<file path="config.mk">
export PLATFORM = sky130hd
export DESIGN_NAME = clkctrl_divsel
export DESIGN_NICKNAME = d
export VERILOG_FILES = /design/src/rtl/clkctrl_divsel.sv
export SDC_FILE = /design/constraint.sdc
export NUM_CORES = 1
export LEC_CHECK = 0
export CORE_MARGIN = 5
export CORE_UTILIZATION = 43
export DETAILED_ROUTE_END_ITERATION = 7
export GPL_TIMING_DRIVEN = 0
export PLACE_DENSITY = 0.68
export SYNTH_ARGS = -nofsm -noshare
export SYNTH_HDL_FRONTEND = slang
export SYNTH_SLANG_ARGS = --single-unit
</file>
<file path="constraint.sdc">
create_clock -name hsclk_in -period 2 [get_ports hsclk_in]
set_clock_uncertainty 0.15 [all_clocks]
set_input_delay 0.5 -clock hsclk_in [delete_from_list [all_inputs] [get_ports hsclk_in]]
set_output_delay 0.5 -clock hsclk_in [all_outputs]
set_load 0.01 [all_outputs]
</file>
<file path="src/rtl/clkctrl_divsel.sv">
// ---------------------------------------------------------------------------
// clkctrl_divsel
//
// CPU clock source selector running entirely in the hsclk_in domain.
// clkout is either a registered divide-by-2*(div_sel+1) of hsclk_in (HS mode)
// or a registered, synchronised copy of lsclk_in (LS mode). Mode changes are
// glitch-free: HS is only left at the end of a high phase, and any mode is
// only (re)entered on a synchronised falling edge of lsclk_in.
//
// Parameters
//   DIV_W        width of div_sel
//   SYNC_STAGES  synchroniser depth on lsclk_in, must be >= 2
//
// Ports
//   hsclk_in        in   sole clock, rising edge
//   rst_b           in   asynchronous active-low reset
//   lsclk_in        in   slow reference clock, sampled as asynchronous data
//   hsclk_sel       in   1 = request HS mode, 0 = request LS mode
//   div_sel         in   HS half-period minus one, in hsclk_in cycles
//   clkout          out  CPU clock, registered
//   hsclk_selected  out  state is HS_RUN
//   lsclk_selected  out  state is LS_RUN
//   phase_end       out  one-cycle pulse in the cycle after clkout falls
//   rdy             out  CPU ready
//
// Build option
//   CLKSW_RDY_EN  when defined, rdy is a registered "requested mode is the
//                 active mode" flag; when undefined, rdy is tied to 1.
//
// Each LS half-period must be at least SYNC_STAGES+2 hsclk_in cycles long,
// otherwise the synchroniser can miss lsclk_in edges.
//
// state    | meaning
// ---------+---------------------------------------------------------------
// LS_WAIT  | clkout held low, waiting for a synchronised lsclk_in fall
// LS_RUN   | clkout follows the synchronised lsclk_in
// HS_RUN   | clkout is the divided hsclk_in
// ---------------------------------------------------------------------------

module clkctrl_divsel #(
   parameter int DIV_W       = 4,
   parameter int SYNC_STAGES = 2
) (
   input  logic             hsclk_in,
   input  logic             rst_b,
   input  logic             lsclk_in,
   input  logic             hsclk_sel,
   input  logic [DIV_W-1:0] div_sel,
   output logic             clkout,
   output logic             hsclk_selected,
   output logic             lsclk_selected,
   output logic             phase_end,
   output logic             rdy
);

   typedef enum logic [1:0] {
      LS_WAIT = 2'd0,
      LS_RUN  = 2'd1,
      HS_RUN  = 2'd2
   } state_t;

   state_t                 state;
   logic [DIV_W-1:0]       cnt;
   logic [SYNC_STAGES-1:0] ls_sync;
   logic                   ls_s;
   logic                   ls_q;
   logic                   ls_fall;
   logic                   clkout_d;

   // -----------------------------------------------------------------------
   // lsclk_in synchroniser plus one history flop for fall detection
   // -----------------------------------------------------------------------
   always_ff @(posedge hsclk_in or negedge rst_b) begin
      if (!rst_b) begin
         ls_sync <= '0;
         ls_q    <= 1'b0;
      end else begin
         ls_sync <= {ls_sync[SYNC_STAGES-2:0], lsclk_in};
         ls_q    <= ls_s;
      end
   end

   assign ls_s    = ls_sync[SYNC_STAGES-1];
   assign ls_fall = ls_q & ~ls_s;

   // -----------------------------------------------------------------------
   // Mode FSM with divider; status outputs registered with the state
   // -----------------------------------------------------------------------
   always_ff @(posedge hsclk_in or negedge rst_b) begin
      if (!rst_b) begin
         state          <= LS_WAIT;
         cnt            <= '0;
         clkout         <= 1'b0;
         hsclk_selected <= 1'b0;
         lsclk_selected <= 1'b0;
      end else begin
         case (state)
            LS_WAIT: begin
               clkout <= 1'b0;
               if (ls_fall) begin
                  // A request that flipped back to HS while waiting goes
                  // straight to HS_RUN without passing through LS_RUN.
                  if (hsclk_sel) begin
                     state          <= HS_RUN;
                     cnt            <= div_sel;
                     hsclk_selected <= 1'b1;
                     lsclk_selected <= 1'b0;
                  end else begin
                     state          <= LS_RUN;
                     hsclk_selected <= 1'b0;
                     lsclk_selected <= 1'b1;
                  end
               end
            end

            LS_RUN: begin
               if (ls_fall && hsclk_sel) begin
                  // ls_s has just fallen, so starting the HS low phase here
                  // extends the LS low level rather than cutting a high one.
                  state          <= HS_RUN;
                  cnt            <= div_sel;
                  clkout         <= 1'b0;
                  hsclk_selected <= 1'b1;
                  lsclk_selected <= 1'b0;
               end else begin
                  clkout <= ls_s;
               end
            end

            HS_RUN: begin
               if (cnt == '0) begin
                  if (clkout && !hsclk_sel) begin
                     // End of a complete high phase: safe point to leave HS.
                     clkout         <= 1'b0;
                     state          <= LS_WAIT;
                     hsclk_selected <= 1'b0;
                     lsclk_selected <= 1'b0;
                  end else begin
                     // div_sel is only sampled here and on entry, so a new
                     // value never stretches or cuts the running phase.
                     clkout <= ~clkout;
                     cnt    <= div_sel;
                  end
               end else begin
                  cnt <= cnt - DIV_W'(1);
               end
            end

            default: begin
               state          <= LS_WAIT;
               clkout         <= 1'b0;
               hsclk_selected <= 1'b0;
               lsclk_selected <= 1'b0;
            end
         endcase
      end
   end

   // -----------------------------------------------------------------------
   // Falling-edge pulse on clkout, one cycle after clkout goes low
   // -----------------------------------------------------------------------
   always_ff @(posedge hsclk_in or negedge rst_b) begin
      if (!rst_b) begin
         clkout_d  <= 1'b0;
         phase_end <= 1'b0;
      end else begin
         clkout_d  <= clkout;
         phase_end <= clkout_d & ~clkout;
      end
   end

   // -----------------------------------------------------------------------
   // CPU ready
   // -----------------------------------------------------------------------
`ifdef CLKSW_RDY_EN
   always_ff @(posedge hsclk_in or negedge rst_b) begin
      if (!rst_b) begin
         rdy <= 1'b0;
      end else begin
         rdy <= (hsclk_sel == hsclk_selected) && (state != LS_WAIT);
      end
   end
`else
   assign rdy = 1'b1;
`endif

endmodule

</file>
Word level (Yosys, flattened, before mapping)
Cells that the tools add are included.

Flip-flop bits (word level): 14. Bits of input ports: 8. Output and inout port bits: 5. Word-level logic and storage cells: 56.

$add $sub $neg: 1. Equality and inequality tests: 8. Mux-type cells: 26. Bitwise gates (word level): 4. Reductions and logical operators: 8.

Operator list (number): 4-bit two-way mux (5); 4-bit one-hot mux with 3 select lines (1); 1-bit two-way mux (11); 2-bit two-way mux (5); 2-bit != test (second input constant) (5); 1-bit one-hot mux with 3 select lines (2); 2-bit one-hot mux with 3 select lines (1); 5-bit AND reduction (1); 4-bit zero test (1); 4-bit AND reduction (1); 4-bit by 1-bit subtractor with 4-bit output (second input constant) (1); 3-bit != test (second input constant) (1); 3-bit nonzero test (1); 1-bit AND (2); 2-bit by 1-bit == test with 1-bit output (second input constant) (1); 2-bit == test (second input constant) (1); 1-bit logical AND (2); 2-bit zero test (1); 1-bit inverter (2); 1-bit one-hot mux with 2 select lines (1); 1-bit zero test (1).

Longest topological paths before layout
Gate-level depths: netlist of run 1.

Depth after elaboration: 5. Mapped depth: 7. Mapped depth without buffers: 6.

Worst setup path before layout of run 1
No wires, ideal clock.

Kind: register -> register. From: reg hsclk_selected (netlist name). To: reg cnt[2]. Setup time: 0.073 ns. Arrival time: 1.637 ns. Data required time: 1.777 ns. Path slack: 0.139 ns. Cell stages (with the launch flop): 7. Buffers on the path: 0. Clock period less this slack: 1.861 ns. Cells stage by stage: dfrtp_1 -> inv_1 -> ha_1 -> or2_4 -> a221oi_4 -> o221ai_2 -> a21oi_2.

RTL lines: end signal, assigned (RTL line 105) `cnt <= div_sel;`; end signal, assigned (RTL line 121) `cnt <= div_sel;`; end signal, assigned (RTL line 142) `cnt <= div_sel;`; end, declared (RTL line 63) `logic [DIV_W-1:0] cnt;`.

Worst setup path after layout of run 1
From: reg clkout. To: out clkout.

RTL lines: start, declared (RTL line 49) `output logic clkout,`; start signal, assigned (RTL line 126) `clkout <= ls_s;`; start signal, assigned (RTL line 141) `clkout <= ~clkout;`.

No word-level cell between the ends.

==> flow_summary.yaml, run 1 <==
global_route:
  grt_usage: 0.1136
  grt_antenna_before_repair: 0
  overflow: 0
  grt_util_met1: 0.1503
  grt_max_degree: 13
  grt_use_met2: 0.1590
  grt_busiest_layer: "met2"
  met3_usage: 0.04518
  grt_first_pass_wirelength_um: 2166
  grt_pass1_vias: 484
run:
  max_cap_viol_count: 0
clock_network:
  clk_pin_slew_ns: 0.08
  cts_max_level: 1
  root_buffer: "clkbuf_4"
  insertion_delay_ns: 0.27
  cts_tree: "done"
  cts_made_buffers: 3
  cts_hold_buf: 0
  cts_max_path_buffers: 2
  cts.sinks: 12
drt:
  detail_route.wl_per_cell_um: 12.10
  drc: 0
  drt_iter0_markers: 7
  drt_pass1_iterations: 5
  num_vias: 523
  antenna_left: 0
  vias_per_cell: 5.283
  finalWirelength_um: 1198
synthesis:
  ys_seq_elements: 12
  synth_area_per_cell_um2: 10.27
  yosysWarnings: 0
  ys_seq_area_frac: 0.4364
  synth_top_area_cell: "dfrtp_1"
  synth_cells: 67
  ys_top_cells_by_area: "dfrtp_1 (44%), ha_1 (9.1%), a221oi_4 (3.8%)"
  synth.distinct_cells: 33
  netlist.area_leader.share: 0.4364
  syn-num-nets: 80
  synth_area_um2: 688.2
layout:
  final_cell_mix: "dfrtp_1 (11), clkdlybuf4s50_1 (11), inv_1 (6)"
  drive_gt1_frac: 0.2530
  final_cells: 99
  area_delta_synth_final_pct: 28.18
  final_net_count: 97
  antenna_cells: 0
  final_cell_area_um2: 882.1
setup_path:
  max_stage_delay_ns: 0.55
  crit_chain: "clkdlybuf4s50_1"
  worstPathMaxFanout: 7
  worstPathRequired_ns: 1.35
  critical_path_class: "register to output pin"
  cp_num_buf_inv: 1
  critPathSlowestCell: "clkdlybuf4s50_1"
  arrival_ns: 1.24
  path_delay_family: "buffers and inverters"
  start_kind: "register"
  end_kind: "output pin"
sta:
  slew_headroom: 0.6568
  slew_violations: 0
  fin_crit_sh: 0.9438
  finalSetupViolations: 0
  hold_ws_ns: 0.2021
  worst_pin_slew_ns: 0.5132
  clock.fmax_ghz: 0.5298
  hold_viol: 0
  layout_min_cycle_time_ns: 1.888
  rsz0062_at_grt: "no"
power_and_ir_drop:
  p_sw_frac: 0.3816
  leakage_nw: 0.3854
  netSwitchingPower_uw: 498.2
  combPwrFrac: 0.545
  ir_drop_mv: 0.7014
  p_int_uw: 807.3
  p_per_area_nw_per_um2: 1480
  p_total_mw: 1.306
  power_frac_clock: 0.147
  seq_power_share: 0.308
die:
  io_pins: 13
  dieArea_um2: 2501
  start_util: 0.4568
  core_region_area_um2: 1506
  num_rows: 14
  fp.dieH_um: 50.01
  die_w_um: 50.01
placement:
  gp_congestion: 0.8095
  placed_cell_area_um2: 818.3
  port_buffers: 11
  dpl.cell_count: 94
  dp_hpwl_um: 897.3
worst_hold_path:
  holdCritPathClass: "register to register"
run_status:
  status: "completed"
## through the flow
step	setup TNS, ns	utilization	setup WS, ns
detailed placement	-0.9319	0.5432	-0.2205
global placement	-0.8646	0.5432	-0.2121
finish	0	0.5855	0.1123
CTS	0	0.5673	0.03937
floorplan	0	-	0.1393
global route	0	0.5855	0.02263
## layer usage
metal,vias to the layer above,share of wire
met5,-,0
li1,266,-
met3,2,0.047
met2,11,0.48
met4,0,0.012
met1,244,0.46
## Yosys cell counts (all sizes together)
cell type	number
nand3	4
nand4	1
o211ai	1
nor2	2
o22ai	1
a22oi	1
o221ai	1
nand2	5
or3b	1
buf	2
a21oi	4
or2b	1
nand2b	2
and3b	1
nor2b	1
dfrtp	12
a221oi	1
inv	7
or3	1
nand3b	1
ha	5
nor3b	1
a222oi	1
nor3	2
conb	1
mux2i	2
a21o	1
or2	1
o21ai	3
## power groups by stage
| stage | Combinational, mW | Sequential [mW] | Clock [mW] |
|---|---|---|---|
| 6_report | 0.712 | 0.402 | 0.192 |
| 5_1_grt | 0.801 | 0.417 | 0.220 |
| 4_1_cts | 0.654 | 0.395 | 0.202 |
| 3_5_place_dp | 0.647 | 0.400 | 0 |
| 3_3_place_gp | 0.639 | 0.398 | 0 |
| 2_1_floorplan | 0.483 | 0.399 | 0 |
## cell families (layout without fill, tap and decap cells)
| family | Yosys count | in the layout | share of synthesized area |
|---|---|---|---|
| simple gates | 24 | 24 | 0.2073 |
| compound gates | 14 | 14 | 0.1746 |
| flops | 12 | 12 | 0.4364 |
| buf+inv | 9 | 25 | 0.05637 |
| fa+ha+maj | 5 | 5 | 0.09091 |
| mux | 2 | 2 | 0.02909 |
| other cells | 1 | 1 | 0.005449 |
## cell type report
class / instances / area, um^2
Tap cell: 16 / 20.02
Clock buffer: 4 / 36.28
Inverter: 7 / 26.28
Buffer: 1 / 7.507
Multi-Input combinational cell: 46 / 361.6
Timing Repair Buffer: 13 / 128.9
Sequential cell: 12 / 301.5
Fill cell: 140 / 624.3
## worst paths after layout
kind,startpoint,to,slack (ns),cells after the start
worst max-delay path,clkout$_DFFE_PN0P_,clkout,0.11,1
worst min register to register,ls_sync[0]$_DFF_PN0_,ls_sync[1]$_DFF_PN0_,0.20,0
max in group asynchronous,rst_b,clkout$_DFFE_PN0P_,0.92,1
worst min-delay path,ls_sync[0]$_DFF_PN0_,ls_sync[1]$_DFF_PN0_,0.20,0
worst max register to register,hsclk_selected$_DFFE_PN0P_,cnt[0]$_DFFE_PN0P_,0.15,7
min in group asynchronous,rst_b,cnt[3]$_DFFE_PN0P_,0.42,1
## flip-flops by register name, summed over array words and instances, names as in the netlist
signal,count
cnt,4
ls_sync,2
clkout,1
clkout_d,1
hsclk_selected,1
ls_q,1
phase_end,1
state,1
## repair_timing
item / CTS / global route
setup buffers: 0 / 2
resized for setup: 0 / 7
setup endpoints to repair: 0 / 5
No activity file was read; power rests on OpenSTA's default activity.
==> run 2, diff against run 1 <==
--- a/config.mk
+++ b/config.mk
@@ -5,6 +5,7 @@
 export SDC_FILE = /design/constraint.sdc
 export NUM_CORES = 1
 export LEC_CHECK = 0
+export ABC_CLOCK_PERIOD_IN_PS = 2000
 export CORE_MARGIN = 5
 export CORE_UTILIZATION = 43
 export DETAILED_ROUTE_END_ITERATION = 7
==> results of run 2 <==
The final DEF is identical to that of run 1; final timing and power are the same.
==> run 3, diff against run 2 <==
--- a/config.mk
+++ b/config.mk
@@ -6,11 +6,12 @@
 export NUM_CORES = 1
 export LEC_CHECK = 0
 export ABC_CLOCK_PERIOD_IN_PS = 2000
+export CORE_ASPECT_RATIO = 1.4
 export CORE_MARGIN = 5
-export CORE_UTILIZATION = 43
+export CORE_UTILIZATION = 27
 export DETAILED_ROUTE_END_ITERATION = 7
 export GPL_TIMING_DRIVEN = 0
-export PLACE_DENSITY = 0.68
+export MAX_ROUTING_LAYER = met4
 export SYNTH_ARGS = -nofsm -noshare
 export SYNTH_HDL_FRONTEND = slang
 export SYNTH_SLANG_ARGS = --single-unit
==> run 3 against run 2 <==
Effect of this change:
- sequential power hardly changed
- worst hold slack worse by 0.0017 ns
- fmax fell by 1.3%
- global-route usage down 2.6 points
- power fell by 4.1%
- core utilization fell by 22 points
- sequential share of layout area about the same
- non-clock buffer count down 2
- combinational power decreased by 7.6%
- wire length is 11% higher
- critical path type unchanged
- via count up 3.4%
- largest power group unchanged
==> flow_summary.yaml, run 3 (synthesized netlist as in run 1, its figures left out) <==
sta:
  fin_crit_sh: 0.9567
  worst_pin_slew_ns: 0.5440
  slew_headroom: 0.6366
  clock.fmax_ghz: 0.5226
  slew_violations: 0
  finalSetupViolations: 0
  layout_min_cycle_time_ns: 1.913
  rsz0062_at_grt: "no"
  setup_ws_ns: 0.08658
  hold_viol: 0
die:
  die_w_um: 52.67
  io_pins: 13
  dieArea_um2: 3673
  fp.dieH_um: 69.74
  start_util: 0.2847
  num_rows: 21
  core_region_area_um2: 2417
layout:
  layout_commonest_cell: "dfrtp_1"
  regMostFlops: "cnt"
  final_net_count: 95
  largest_register_ffs: 4
  drive_gt1_frac: 0.2346
  top_regs: "cnt: 4 flops, ls_sync: 2 flops"
  final_cell_area_um2: 883.3
  final_cell_mix: "dfrtp_1 (11), clkdlybuf4s50_1 (10), inv_1 (5)"
  antenna_cells: 0
  area_delta_synth_final_pct: 28.36
  final_cells: 115
global_route:
  grt_first_pass_wirelength_um: 2339
  grt_max_degree: 13
  overflow: 0
  grt_antenna_before_repair: 0
  met3_usage: 0.01720
  grt_pass1_vias: 574
  grt_busiest_layer: "met2"
  grt_use_met2: 0.1381
  grt_usage: 0.08754
  grt_util_met1: 0.08874
drt:
  detail_route.wl_per_cell_um: 11.58
  finalWirelength_um: 1332
  drt_pass1_iterations: 4
  num_vias: 541
  drc: 0
  drt_iter0_markers: 22
  vias_per_cell: 4.704
  antenna_left: 0
power_and_ir_drop:
  p_per_area_nw_per_um2: 1417
  leakage_nw: 0.3817
  p_total_mw: 1.252
  ir_drop_mv: 0.5948
clock_network:
  cts_setup_buffers: 0
  cts.sinks: 12
  cts_tree: "done"
  cts_made_buffers: 3
  cts_max_level: 1
  clk_pin_slew_ns: 0.07
  cts_resized: 0
  root_buffer: "clkbuf_4"
  cts_max_path_buffers: 2
  insertion_delay_ns: 0.27
  cts_hold_buf: 0
setup_path:
  start_kind: "register"
  arrival_ns: 1.26
  worstPathRequired_ns: 1.35
  path_delay_family: "buffers and inverters"
  max_stage_delay_ns: 0.56
  end_kind: "output pin"
  worstPathMaxFanout: 7
  critical_path_class: "register to output pin"
  crit_chain: "clkdlybuf4s50_1"
  critPathSlowestCell: "clkdlybuf4s50_1"
  cp_num_buf_inv: 1
  reg2reg_depth: 6
  cp.depth: 1
placement:
  dpl.cell_count: 112
  gp_congestion: 0.8558
  placed_cell_area_um2: 840.8
  dp_slack_ns: -0.2182
  dp_hpwl_um: 1029
  port_buffers: 11
run_status:
  status: "completed"
run:
  max_cap_viol_count: 0
worst_hold_path:
  hold_depth: 0
  holdCritPathClass: "register to register"
[run 3: layout make-up]
| type | instances | area (um^2) |
|---|---|---|
| Fill cell | 267 | 1534 |
| Multi-Input combinational cell | 46 | 356.6 |
| Sequential cell | 12 | 301.5 |
| Timing Repair Buffer | 11 | 112.6 |
| Tap cell | 34 | 42.54 |
| Clock buffer | 4 | 36.28 |
| Inverter | 7 | 26.28 |
| Buffer | 1 | 7.507 |
[run 3: path summary, 6_finish.rpt]
| kind | start | end | slack [ns] |
|---|---|---|---|
| worst min-delay path | ls_sync[0]$_DFF_PN0_ | ls_sync[1]$_DFF_PN0_ | 0.20 |
| worst max-delay path | clkout$_DFFE_PN0P_ | clkout | 0.09 |
| worst min register to register | ls_sync[0]$_DFF_PN0_ | ls_sync[1]$_DFF_PN0_ | 0.20 |
| max in group asynchronous | rst_b | clkout$_DFFE_PN0P_ | 0.90 |
| min in group asynchronous | rst_b | cnt[0]$_DFFE_PN0P_ | 0.42 |
| worst max register to register | hsclk_selected$_DFFE_PN0P_ | cnt[3]$_DFFE_PN0P_ | 0.11 |
[run 3: power breakdown]
part	internal [mW]	switching, mW	total [mW]
clock	0.111	0.0815	0.192
sequential	0.323	0.0789	0.402
combinational	0.327	0.331	0.658
total	0.761	0.491	1.25
[run 3: stage by stage]
stage | utilization | hold WS, ns | setup TNS (ns)
floorplan | - | 0.05441 | 0
global placement | 0.3478 | 0.1840 | -0.9483
detailed placement | 0.3478 | 0.1847 | -1.077
CTS | 0.3628 | 0.2022 | 0
global route | 0.3654 | 0.2131 | 0
finish | 0.3654 | 0.2004 | 0
[run 3: per-layer routing]
metal	share of wire	routed length, um
met3	0.044	59
met5	0	0
met4	0.041	55
met2	0.50	665
met1	0.41	551
